===== src/rtl/booth_seq_mul.sv =====
// -----------------------------------------------------------------------------
// booth_seq_mul
//   Sequential signed multiplier. Applies one radix-2 Booth step per clock
//   (A/M/Q with the appended Q[-1] bit) and takes WIDTH clocks per product.
//   Operands are accepted through a valid/ready handshake. The product is
//   returned through a second valid/ready handshake and is held until the
//   consumer takes it.
//
// Ports
//   clk           system clock, rising-edge
//   rst           synchronous, active-high reset
//   in_valid      operand pair present
//   in_ready      block can accept an operand pair (IDLE)
//   multiplicand  signed M, WIDTH bits
//   multiplier    signed Q, WIDTH bits
//   out_valid     product valid (DONE)
//   out_ready     consumer accepts product
//   product       signed M*Q, 2*WIDTH bits, registered
//   busy          high in RUN or DONE
// -----------------------------------------------------------------------------
module booth_seq_mul #(
  parameter int WIDTH = 8,
  parameter int CNT_W = $clog2(WIDTH)
) (
  input  logic                 clk,
  input  logic                 rst,
  input  logic                 in_valid,
  output logic                 in_ready,
  input  logic [WIDTH-1:0]     multiplicand,
  input  logic [WIDTH-1:0]     multiplier,
  output logic                 out_valid,
  input  logic                 out_ready,
  output logic [2*WIDTH-1:0]   product,
  output logic                 busy
);

  typedef enum logic [1:0] {
    ST_IDLE = 2'd0,
    ST_RUN  = 2'd1,
    ST_DONE = 2'd2
  } state_t;

  state_t state, state_next;

  // A carries one guard bit so that A-M cannot overflow, even for
  // M = most-negative value.
  logic [WIDTH:0]       a_reg, a_sum, a_next;
  logic [WIDTH:0]       q_reg, q_next;   // q_reg[0] is Q[-1]
  logic [WIDTH:0]       m_reg;
  logic [CNT_W-1:0]     cnt;
  logic [2*WIDTH-1:0]   product_reg;

  logic accept;
  logic last_step;
  logic cnt_bad;

  assign accept    = in_valid && in_ready;
  assign last_step = (cnt == CNT_W'(WIDTH - 1));
  // Defensive: unreachable counter values send the FSM home.
  assign cnt_bad   = (32'(cnt) >= WIDTH);

  // ---------------------------------------------------------------------------
  // FSM: state register
  // ---------------------------------------------------------------------------
  // NOTE: sequential state uses non-blocking (<=) so every register samples
  // the pre-edge values of the others, independent of block ordering.
  always_ff @(posedge clk) begin
    if (rst) state <= ST_IDLE;
    else     state <= state_next;
  end

  // ---------------------------------------------------------------------------
  // FSM: next-state logic
  // ---------------------------------------------------------------------------
  // NOTE: the default assignment at the top of a combinational block keeps
  // every path assigned, so no latch is inferred.
  always_comb begin
    state_next = state;
    case (state)
      ST_IDLE: if (accept) state_next = ST_RUN;
      ST_RUN: begin
        if (cnt_bad)        state_next = ST_IDLE;
        else if (last_step) state_next = ST_DONE;
      end
      ST_DONE: if (out_ready) state_next = ST_IDLE;
      default: state_next = ST_IDLE;
    endcase
  end

  // ---------------------------------------------------------------------------
  // FSM: outputs (decoded from the registered state only)
  // ---------------------------------------------------------------------------
  always_comb begin
    in_ready  = 1'b0;
    out_valid = 1'b0;
    busy      = 1'b0;
    case (state)
      ST_IDLE: in_ready = 1'b1;
      ST_RUN:  busy     = 1'b1;
      ST_DONE: begin
        out_valid = 1'b1;
        busy      = 1'b1;
      end
      default: ;
    endcase
  end

  assign product = product_reg;

  // ---------------------------------------------------------------------------
  // Booth step: conditional add/subtract on {Q[0],Q[-1]}, then an arithmetic
  // right shift of {A,Q}; A's LSB moves into Q's MSB.
  // ---------------------------------------------------------------------------
  always_comb begin
    a_sum = a_reg;
    case (q_reg[1:0])
      2'b01:   a_sum = a_reg + m_reg;
      2'b10:   a_sum = a_reg + ~m_reg + {{WIDTH{1'b0}}, 1'b1};
      default: ;
    endcase
    {a_next, q_next} = {a_sum[WIDTH], a_sum, q_reg[WIDTH:1]};
  end

  // ---------------------------------------------------------------------------
  // Datapath registers
  // ---------------------------------------------------------------------------
  always_ff @(posedge clk) begin
    if (rst) begin
      a_reg       <= '0;
      q_reg       <= '0;
      m_reg       <= '0;
      cnt         <= '0;
      product_reg <= '0;
    end else begin
      case (state)
        ST_IDLE: begin
          if (accept) begin
            a_reg <= '0;
            q_reg <= {multiplier, 1'b0};
            m_reg <= {multiplicand[WIDTH-1], multiplicand};
            cnt   <= '0;
          end
        end
        ST_RUN: begin
          if (!cnt_bad) begin
            a_reg <= a_next;
            q_reg <= q_next;
            cnt   <= cnt + CNT_W'(1);
            // Capture the finished product on the final step so it is
            // registered and stable for all of DONE and afterwards.
            if (last_step)
              product_reg <= {a_next[WIDTH-1:0], q_next[WIDTH:1]};
          end
        end
        default: ;
      endcase
    end
  end

endmodule

===== config.mk =====
export PLATFORM = sky130hd
export DESIGN_NAME = booth_seq_mul
export DESIGN_NICKNAME = d
export VERILOG_FILES = /design/src/rtl/booth_seq_mul.sv
export SDC_FILE = /design/constraint.sdc
export NUM_CORES = 1
export LEC_CHECK = 0
export CAP_MARGIN = 10
export CORE_MARGIN = 2
export CORE_UTILIZATION = 31
export CTS_CLUSTER_DIAMETER = 150
export CTS_CLUSTER_SIZE = 25
export DETAILED_ROUTE_END_ITERATION = 8
export MAX_ROUTING_LAYER = met4
export PLACE_DENSITY = 0.56
export SLEW_MARGIN = 10
export SYNTH_ARGS = -nofsm -noshare
export SYNTH_HDL_FRONTEND = slang
export SYNTH_SLANG_ARGS = --single-unit

===== constraint.sdc =====
create_clock -name clk -period 3.99 [get_ports clk]
set_input_delay 0.798 -clock clk [delete_from_list [all_inputs] [get_ports clk]]
set_output_delay 0.798 -clock clk [all_outputs]
set_load 0.01 [all_outputs]

==> results.sh, run 1 <==
export IMPL_power_leakage_nw=1.26
export IMPL_outcome="finished, final reports clean"
export IMPL_htree_levels=2
export IMPL_initial_core_util_pct=31.9
export IMPL_critPathMaxFanout=14
export IMPL_cts_tree="built"
export IMPL_cts_resized=0
export IMPL_startpoint_type="flip-flop"
export IMPL_ys_flop_type="dfxtp_1"
export IMPL_antenna_found_initial=0
export IMPL_diodes=0
export IMPL_crit_type="flip-flop to output pin"
export IMPL_synth_cell_types=49
export IMPL_stdcell_count=483
export IMPL_synth_avg_cell_area_um2=8.00
export IMPL_finalCriticalPeriod_ns=2.56
export IMPL_tightestPinTransition_ns=0.727
export IMPL_r2r_end="product[13]$_SDFFE_PP0P_"
export IMPL_required_ns=3.19
export IMPL_ant_nets=0
export IMPL_die_x_um=98.7
export IMPL_die_y_um=98.7
export IMPL_clock_skew_ns=0.00640
export IMPL_post_cts_buffers=0
export IMPL_grt_pass1_wl_um=11300
export IMPL_hold_buffers=0
export IMPL_first_pass_iters=4
export IMPL_layout_nets=419
export IMPL_first_iter_violations=97
export IMPL_cts_buffer_depth=2
export IMPL_hp_class="flip-flop to flip-flop"
export IMPL_ys_seq_elements=46
export IMPL_ios=39
export IMPL_setup_tns_ns=0
export IMPL_crit_arrival_ns=1.77
export IMPL_power_density_nw_per_um2=364
export IMPL_ys_warn_count=0
export IMPL_fmax_mhz=390
export IMPL_clkLatencyLatePin_ns=0.30
export IMPL_drive_gt1_share_pct=5.60
export IMPL_netlist_instances=347
export IMPL_cts_made_buffers=5
export IMPL_post_place_ws_ns=1.10
export IMPL_rsz0062_at_grt="no"
export IMPL_clock_sinks=46
export IMPL_critPathCapture="in_ready"
export IMPL_syn_area_um2=2780
export IMPL_vias_per_cell=5.08
export IMPL_slew_viol_final=0
export IMPL_final_hold_viol_count=0
export IMPL_port_buffers=38
export IMPL_max_cap_violations=0
export IMPL_synth_edf_count=0
export IMPL_wl_per_cell_um=13.6
export IMPL_utilization_pct=38.1
export IMPL_num_rows=34
export IMPL_design_area_um2=3330
export IMPL_total_power_mw=1.21
export IMPL_r2r_cells=8
export IMPL_dp_cells=475
export IMPL_area_growth_pct=19.8
export IMPL_routed_wl_um=6580
export IMPL_vias=2454
export IMPL_place_area_um2=3210
export IMPL_vdd_drop_max_mv=0.200
export IMPL_period_share_pct=64.2
export IMPL_largest_reg_flops=16
export IMPL_layout_commonest_cell="nand2_1"
export IMPL_clk_pin_slew_worst_paths_ns=0.09
export IMPL_gr_usage_all_layers_pct=14.2
export IMPL_grt_pass1_vias=2386
export IMPL_endpoint_kind="output pin"
export IMPL_cts_root_buf="clkbuf_8"
export IMPL_fillerInstances=920
export IMPL_drc=0
export IMPL_dp_hpwl_um=5020
export IMPL_dieArea_um2=9730
export IMPL_hold_depth=2
export IMPL_grt_overflow_total=0
export IMPL_grt_max_degree=37
export IMPL_worst_slack_ns=1.43
export IMPL_whs_ns=0.462
export IMPL_synth_nets=392
export IMPL_cp_startpoint="state[0]$_SDFFE_PP0P_"
export IMPL_setup_viol=0
export IMPL_reg2reg_slack_ns=1.47
export IMPL_reg2reg_from="a_reg[0]$_SDFFE_PP0P_"
export IMPL_coreArea_um2=8720
export IMPL_gp_congestion=0.799
export IMPL_slew_headroom_pct=51.2
export IMPL_final_cell_mix="48 x nand2_1, 46 x dfxtp_1, 38 x clkdlybuf4s50_1"
export IMPL_ys_seq_area_share_pct=33.2
export IMPL_synthArstFlopShare_pct=0
## cell usage after synthesis, drive strengths merged, types with 3 or more instances
| library cell | instances | share of area (%) |
|---|---|---|
| clkbuf | 11 | 1.5 |
| mux2i | 11 | 4.0 |
| ha | 23 | 10 |
| nand2 | 48 | 6.5 |
| nor2b | 4 | 0.90 |
| o21ai | 11 | 2.0 |
| a221oi | 3 | 0.95 |
| nand3 | 13 | 2.3 |
| a211oi | 15 | 4.1 |
| nor2 | 33 | 4.5 |
| a21oi | 36 | 6.5 |
| a22oi | 6 | 1.6 |
| inv | 26 | 3.5 |
| dfxtp | 46 | 33 |
| nor3 | 6 | 1.3 |
| buf | 9 | 2.1 |
| nand2b | 5 | 1.1 |
| a221o | 3 | 1.2 |
| o31ai | 4 | 1.6 |
| and2 | 3 | 0.68 |
## report_power, final
group          leakage [nW]  switching [mW]  internal (mW)
registers             0.374          0.0271          0.488
logic                 0.833           0.197          0.140
clock network        0.0563           0.168          0.191
total                  1.26           0.392          0.819
## worst max-delay path, stage by stage, from the launching register on
cell and delay (ns):
dfxtp_1 0.33, inv_1 0.08, ha_1 0.43, clkdlybuf4s50_1 0.63
## final cells by class
| class | count | area, um^2 | share of cell area [%] |
|---|---|---|---|
| clock inverters | 3 | 48.8 | 1.47 |
| repair buffers | 40 | 395 | 11.9 |
| multi-input cells | 255 | 1660 | 49.9 |
| inverters | 26 | 97.6 | 2.93 |
| well taps | 108 | 135 | 4.06 |
| flip-flops and latches | 46 | 921 | 27.7 |
| clock buffers | 5 | 68.8 | 2.07 |
## worst min path at each step
stage,from,end
floorplan,q_reg[2]$_SDFFE_PP0P_,product[0]$_SDFFE_PP0P_
global placement,product[8]$_SDFFE_PP0P_,product[8]$_SDFFE_PP0P_
detailed placement,product[3]$_SDFFE_PP0P_,product[3]$_SDFFE_PP0P_
CTS,product[8]$_SDFFE_PP0P_,product[8]$_SDFFE_PP0P_
global route,product[1]$_SDFFE_PP0P_,product[1]$_SDFFE_PP0P_
finish,product[8]$_SDFFE_PP0P_,product[8]$_SDFFE_PP0P_
## cell families (layout without fill, tap and decap cells)
group | after synthesis | in the layout | synth area share, %
compound gates | 99 | 99 | 24.4
mux | 11 | 11 | 3.96
fa+ha+maj | 25 | 25 | 11.8
flops | 46 | 46 | 33.2
buf+inv | 46 | 74 | 7.07
simple gates | 120 | 120 | 19.6
## routing by layer
metal	GRT usage (%)	share of wire, %	up-vias
li1	-	-	1277
met1	18.8	49	1132
met2	23.7	48	41
met3	1.77	2.3	4
met4	2.53	0.58	0
met5	-	0	-
Note: power is estimated with default switching activity, not from simulation.
==> inputs of run 2 (changes only) <==
clock period = 2.45 ns   (was 3.99 ns; I/O delays follow)
==> run 2 against run 1 <==
Compared with the run above: wire length grew 6.7%; sequential power grew 63%; combinational power grew 75%; total power grew 57%; critical path depth grew 5; design area grew 2.6%; critical endpoint is now a_reg[5]$_SDFFE_PP0P_; cell count grew 2.9%; largest power group unchanged; via count grew 2.4%; worst setup slack lost 1.3 ns; die area is the same.
==> results.sh, run 2 (synthesized netlist as in run 1, its figures left out) <==
export IMPL_ant_nets=0
export IMPL_layout_nets=433
export IMPL_grt_max_degree=21
export IMPL_area_growth_pct=22.9
export IMPL_gr_usage_all_layers_pct=14.8
export IMPL_crit_arrival_ns=2.46
export IMPL_critPathCapture="a_reg[5]$_SDFFE_PP0P_"
export IMPL_layout_commonest_cell="nand2_1"
export IMPL_setup_tns_ns=0
export IMPL_clock_skew_ns=0.0111
export IMPL_path_cells="ha_1 -> fa_1 -> nor3b_2 -> nor3_4 -> o31ai_4 -> a221o_2 -> a31oi_1 -> o21ai_0"
export IMPL_required_ns=2.62
export IMPL_first_pass_iters=4
export IMPL_path_buf_inv=0
export IMPL_period_share_pct=93.2
export IMPL_finalCriticalPeriod_ns=2.28
export IMPL_first_iter_violations=96
export IMPL_cts_tree="built"
export IMPL_ios=39
export IMPL_r2r_cells=8
export IMPL_crit_cells=8
export IMPL_slew_viol_final=0
export IMPL_slew_headroom_pct=64.3
export IMPL_regArea_um2=921
export IMPL_power_density_nw_per_um2=558
export IMPL_crit_path_max_incr_delay_ns=0.42
export IMPL_port_buffers=38
export IMPL_power_leakage_nw=1.32
export IMPL_reg2reg_slack_ns=0.17
export IMPL_grt_pass1_vias=2441
export IMPL_hp_class="flip-flop to flip-flop"
export IMPL_vias=2513
export IMPL_grt_overflow_total=0
export IMPL_initial_core_util_pct=31.9
export IMPL_vias_per_cell=5.06
export IMPL_tightestPinTransition_ns=0.536
export IMPL_cts_buffer_depth=2
export IMPL_final_hold_viol_count=0
export IMPL_grt_pass1_wl_um=11500
export IMPL_clk_pin_slew_worst_paths_ns=0.09
export IMPL_clock_sinks=46
export IMPL_dieArea_um2=9730
export IMPL_fillerInstances=898
export IMPL_dp_cells=489
export IMPL_final_cell_mix="48 x nand2_1, 46 x dfxtp_1, 38 x clkdlybuf4s50_1"
export IMPL_endpoint_kind="flip-flop"
export IMPL_stdcell_count=497
export IMPL_clkLatencyLatePin_ns=0.30
export IMPL_design_area_um2=3410
export IMPL_coreArea_um2=8720
export IMPL_critPathMaxFanout=4
export IMPL_post_cts_buffers=0
export IMPL_rsz0062_at_grt="no"
export IMPL_vdd_drop_max_mv=0.308
export IMPL_drc=0
export IMPL_largest_reg_flops=16
export IMPL_cts_made_buffers=5
export IMPL_r2r_end="a_reg[5]$_SDFFE_PP0P_"
export IMPL_wl_per_cell_um=14.1
export IMPL_outcome="finished, final reports clean"
export IMPL_num_rows=34
export IMPL_crit_type="flip-flop to flip-flop"
export IMPL_total_power_mw=1.90
export IMPL_reg2reg_from="a_reg[0]$_SDFFE_PP0P_"
export IMPL_max_cap_violations=0
export IMPL_cpMaxStageDelayCell="fa_1"
export IMPL_drive_gt1_share_pct=9.00
export IMPL_cp_top_family="compound AO/OA/AOI/OAI gates"
export IMPL_startpoint_type="flip-flop"
export IMPL_cts_root_buf="clkbuf_8"
export IMPL_multi_input_area_um2=1670
export IMPL_diodes=0
export IMPL_cp_startpoint="a_reg[0]$_SDFFE_PP0P_"
export IMPL_antenna_found_initial=0
export IMPL_utilization_pct=39.1
export IMPL_setup_viol=0
export IMPL_gp_congestion=0.916
export IMPL_routed_wl_um=7020
export IMPL_die_x_um=98.7
export IMPL_dp_hpwl_um=5410
export IMPL_die_y_um=98.7
export IMPL_fmax_mhz=438
export IMPL_htree_levels=2
export IMPL_place_area_um2=3310
[run 2: cell type report]
class	instances	share of cell area (%)
multi-input cells	255	48.8
flip-flops and latches	46	27.0
repair buffers	54	14.7
well taps	108	3.96
inverters	26	2.86
clock buffers	5	2.02
clock inverters	3	0.696
[run 2: worst min path at each step]
stage | slack, ns | depth (start not counted) | startpoint | end
floorplan | 0.44 | 2 | q_reg[2]$_SDFFE_PP0P_ | product[0]$_SDFFE_PP0P_
global route | 0.49 | 2 | product[3]$_SDFFE_PP0P_ | product[3]$_SDFFE_PP0P_
global placement | 0.45 | 2 | product[1]$_SDFFE_PP0P_ | product[1]$_SDFFE_PP0P_
CTS | 0.46 | 2 | product[1]$_SDFFE_PP0P_ | product[1]$_SDFFE_PP0P_
finish | 0.46 | 2 | product[1]$_SDFFE_PP0P_ | product[1]$_SDFFE_PP0P_
detailed placement | 0.45 | 2 | product[1]$_SDFFE_PP0P_ | product[1]$_SDFFE_PP0P_
[run 2: stage by stage]
step	hold WS, ns	worst slack (ns)
2_1_floorplan	0.445	0.276
3_3_place_gp	0.446	0.133
3_5_place_dp	0.446	0.113
4_1_cts	0.459	0.0733
5_1_grt	0.488	0.0127
6_report	0.458	0.166
[run 2: report_power, final]
group          internal, mW  leakage, nW  switching, mW
Combinational         0.250        0.905          0.339
Clock                 0.204       0.0408          0.273
Sequential            0.795        0.374         0.0424
Total                  1.25         1.32          0.655
[run 2: routing by layer]
layer	GRT usage (%)	routed length [um]	share of wire, %	up-vias
met1	19.6	3490	50	1153
met4	4.53	87	1.2	0
met5	-	0	0	-
met2	24.0	3260	46	51
met3	1.77	188	2.7	8
li1	-	-	-	1301
[run 2: worst min-delay path, delay by kind of cell, from the launching register on]
family          cells  cell delay (ns)
flops               1             0.32
simple gates        1             0.05
compound gates      1             0.05
[run 2: timing repair]
action / 4_1_cts / 5_1_grt
endpoints found under the setup margin: 0 / 3
hold buffers: 0 / 0
gates resized for setup: 0 / 1
==> inputs of run 3 (changes only) <==
ABC_CLOCK_PERIOD_IN_PS = 1900   (was not set)
CORE_ASPECT_RATIO = 1.75   (was not set)
PLACE_DENSITY = 0.58   (was 0.56)
clock period = 1.9 ns   (was 2.45 ns; I/O delays follow)
==> run 3 against run 2 <==
Compared with the run above: the flow now finishes with violations (setup timing); sequential cell count unchanged; highest routed layer unchanged; die area grew 0.30%; cell count grew 12%; critical path depth unchanged; clock skew is 0.0055 ns lower.
==> results.sh, run 3 (synthesized netlist as in run 1, its figures left out) <==
export IMPL_internal_power_mw=2.33
export IMPL_finalCriticalPeriod_ns=2.12
export IMPL_outcome="finished with violations"
export IMPL_htree_levels=2
export IMPL_gp_congestion=0.888
export IMPL_power_density_nw_per_um2=795
export IMPL_setup_viol=12
export IMPL_area_growth_pct=50.5
export IMPL_power_frac_seq_pct=32.4
export IMPL_clk_pin_slew_worst_paths_ns=0.06
export IMPL_grt_max_degree=27
export IMPL_p_clk_share_pct=35.2
export IMPL_endpoint_kind="flip-flop"
export IMPL_design_area_um2=4180
export IMPL_grt_pass1_vias=2785
export IMPL_path_cells="ha_4 -> fa_2 -> nor3b_4 -> nor3_4 -> o31ai_4 -> a221o_2 -> a31oi_4 -> a211oi_1"
export IMPL_cts_root_buf="clkbuf_16"
export IMPL_vias_per_cell=5.04
export IMPL_wl_met1_um=3220
export IMPL_crit_arrival_ns=2.28
export IMPL_clkLatencyLatePin_ns=0.29
export IMPL_gr_usage_all_layers_pct=19.2
export IMPL_crit_cells=8
export IMPL_die_y_um=129
export IMPL_swShare_pct=30.0
export IMPL_tightestPinTransition_ns=0.368
export IMPL_startpoint_type="flip-flop"
export IMPL_met2_length_um=4990
export IMPL_place_area_um2=3720
export IMPL_r2r_cells=8
export IMPL_dp_hpwl_um=6650
export IMPL_initial_core_util_pct=32.0
export IMPL_post_place_ws_ns=-0.293
export IMPL_diodes=0
export IMPL_port_buffers=38
export IMPL_cts_tree="built"
export IMPL_num_rows=45
export IMPL_regArea_um2=931
export IMPL_first_iter_violations=111
export IMPL_required_ns=2.06
export IMPL_final_hold_viol_count=0
export IMPL_wl_met3_um=166
export IMPL_top_layer="met4"
export IMPL_clock_skew_ns=0.00567
export IMPL_hold_buffers=0
export IMPL_layout_commonest_cell="buf_4"
export IMPL_crit_type="flip-flop to flip-flop"
export IMPL_cpMaxStageDelayCell="a221o_2"
export IMPL_wl_per_cell_um=15.4
export IMPL_slew_viol_final=0
export IMPL_period_share_pct=111
export IMPL_vias=2808
export IMPL_switching_power_mw=0.996
export IMPL_coreArea_um2=8670
export IMPL_drive_gt1_share_pct=28.0
export IMPL_rsz0062_at_grt="yes"
export IMPL_violations="setup timing"
export IMPL_clock_sinks=46
export IMPL_largest_reg_flops=16
export IMPL_slew_headroom_pct=75.4
export IMPL_cts_buffer_depth=2
export IMPL_vdd_drop_max_mv=0.996
export IMPL_fillerInstances=869
export IMPL_worst_slack_ns=-0.216
export IMPL_p_comb_share_pct=32.5
export IMPL_grt_overflow_total=0
export IMPL_whs_ns=0.456
export IMPL_drc=0
export IMPL_multi_input_area_um2=1920
export IMPL_fmax_mhz=473
export IMPL_crit_path_max_incr_delay_ns=0.38
export IMPL_critPathMaxFanout=3
export IMPL_cp_top_family="compound AO/OA/AOI/OAI gates"
export IMPL_antenna_found_initial=0
export IMPL_final_cell_mix="66 x buf_4, 47 x nand2_1, 42 x dfxtp_1"
export IMPL_hp_class="flip-flop to flip-flop"
export IMPL_grt_pass1_wl_um=13700
export IMPL_ios=39
export IMPL_power_leakage_nw=1.71
export IMPL_dieArea_um2=9760
export IMPL_total_power_mw=3.32
export IMPL_cts_made_buffers=5
export IMPL_die_x_um=75.6
export IMPL_layout_nets=484
export IMPL_ant_nets=0
export IMPL_hold_depth=2
export IMPL_path_buf_inv=0
export IMPL_first_pass_iters=4
export IMPL_max_cap_violations=0
export IMPL_routed_wl_um=8600
-- run 3: changes by cell type in the layout (fill, tap and decap cells not counted), moves of 3 or more --
cell             previous run  this run
ha_4                        0         7
clkbuf_16                   0         5
a21oi_1                    36        31
ha_1                       23        16
dfxtp_1                    46        42
clkbuf_8                    5         1
buf_4                      16        66
clkdlybuf4s50_1            38        35
a21oi_2                     0         4
o21ai_0                    10         7
-- run 3: through the flow --
stage	cells	TNS, ns	utilization [%]
after floorplan	347	-0.474	-
after global placement	545	-2.04	42.9
after detailed placement	545	-2.32	42.9
after CTS	555	-1.58	47.0
after global routing	557	-2.90	48.2
final	557	-1.63	48.2
-- run 3: layout make-up --
class                           instances  area share (%)
Inverter                               26            2.33
Timing Repair Buffer                  105            21.3
Clock buffer                            6            3.32
Multi-Input combinational cell        255            45.8
Clock inverter                          2            1.44
Sequential cell                        46            22.3
Tap cell                              117            3.50
-- run 3: metal layers --
| metal | track usage, % | up-vias |
|---|---|---|
| li1 | - | 1402 |
| met1 | 19.1 | 1343 |
| met2 | 36.1 | 53 |
| met3 | 1.94 | 10 |
| met4 | 8.57 | 0 |
| met5 | - | - |
-- run 3: what timing repair did --
item,4_1_cts,5_1_grt
gates resized for setup,30,19
setup buffers,2,3
pin swaps,14,10
endpoints found under the setup margin,16,17
-- run 3: power groups by stage --
stage          Sequential (mW)  Combinational, mW  Clock, mW
3_5_place_dp              1.10              0.936          0
4_1_cts                   1.08               1.01       1.19
5_1_grt                   1.08               1.18       1.22
2_1_floorplan             1.09              0.552          0
6_report                  1.08               1.08       1.17
3_3_place_gp              1.10              0.926          0
-- run 3: worst register-to-register path, cell delays in order (launching register included) --
cell,delay (ns)
dfxtp_4,0.36
ha_4,0.16
fa_2,0.34
nor3b_4,0.17
nor3_4,0.23
o31ai_4,0.11
a221o_2,0.38
a31oi_4,0.15
a211oi_1,0.09
-- run 3: final timing paths --
| path | start | to | slack, ns |
|---|---|---|---|
| worst max register to register | m_reg[0]$_SDFFE_PP0P_ | product[13]$_SDFFE_PP0P_ | -0.22 |
| worst max-delay path | m_reg[0]$_SDFFE_PP0P_ | product[13]$_SDFFE_PP0P_ | -0.22 |
| worst min-delay path | product[2]$_SDFFE_PP0P_ | product[2]$_SDFFE_PP0P_ | 0.46 |
| worst min register to register | product[2]$_SDFFE_PP0P_ | product[2]$_SDFFE_PP0P_ | 0.46 |
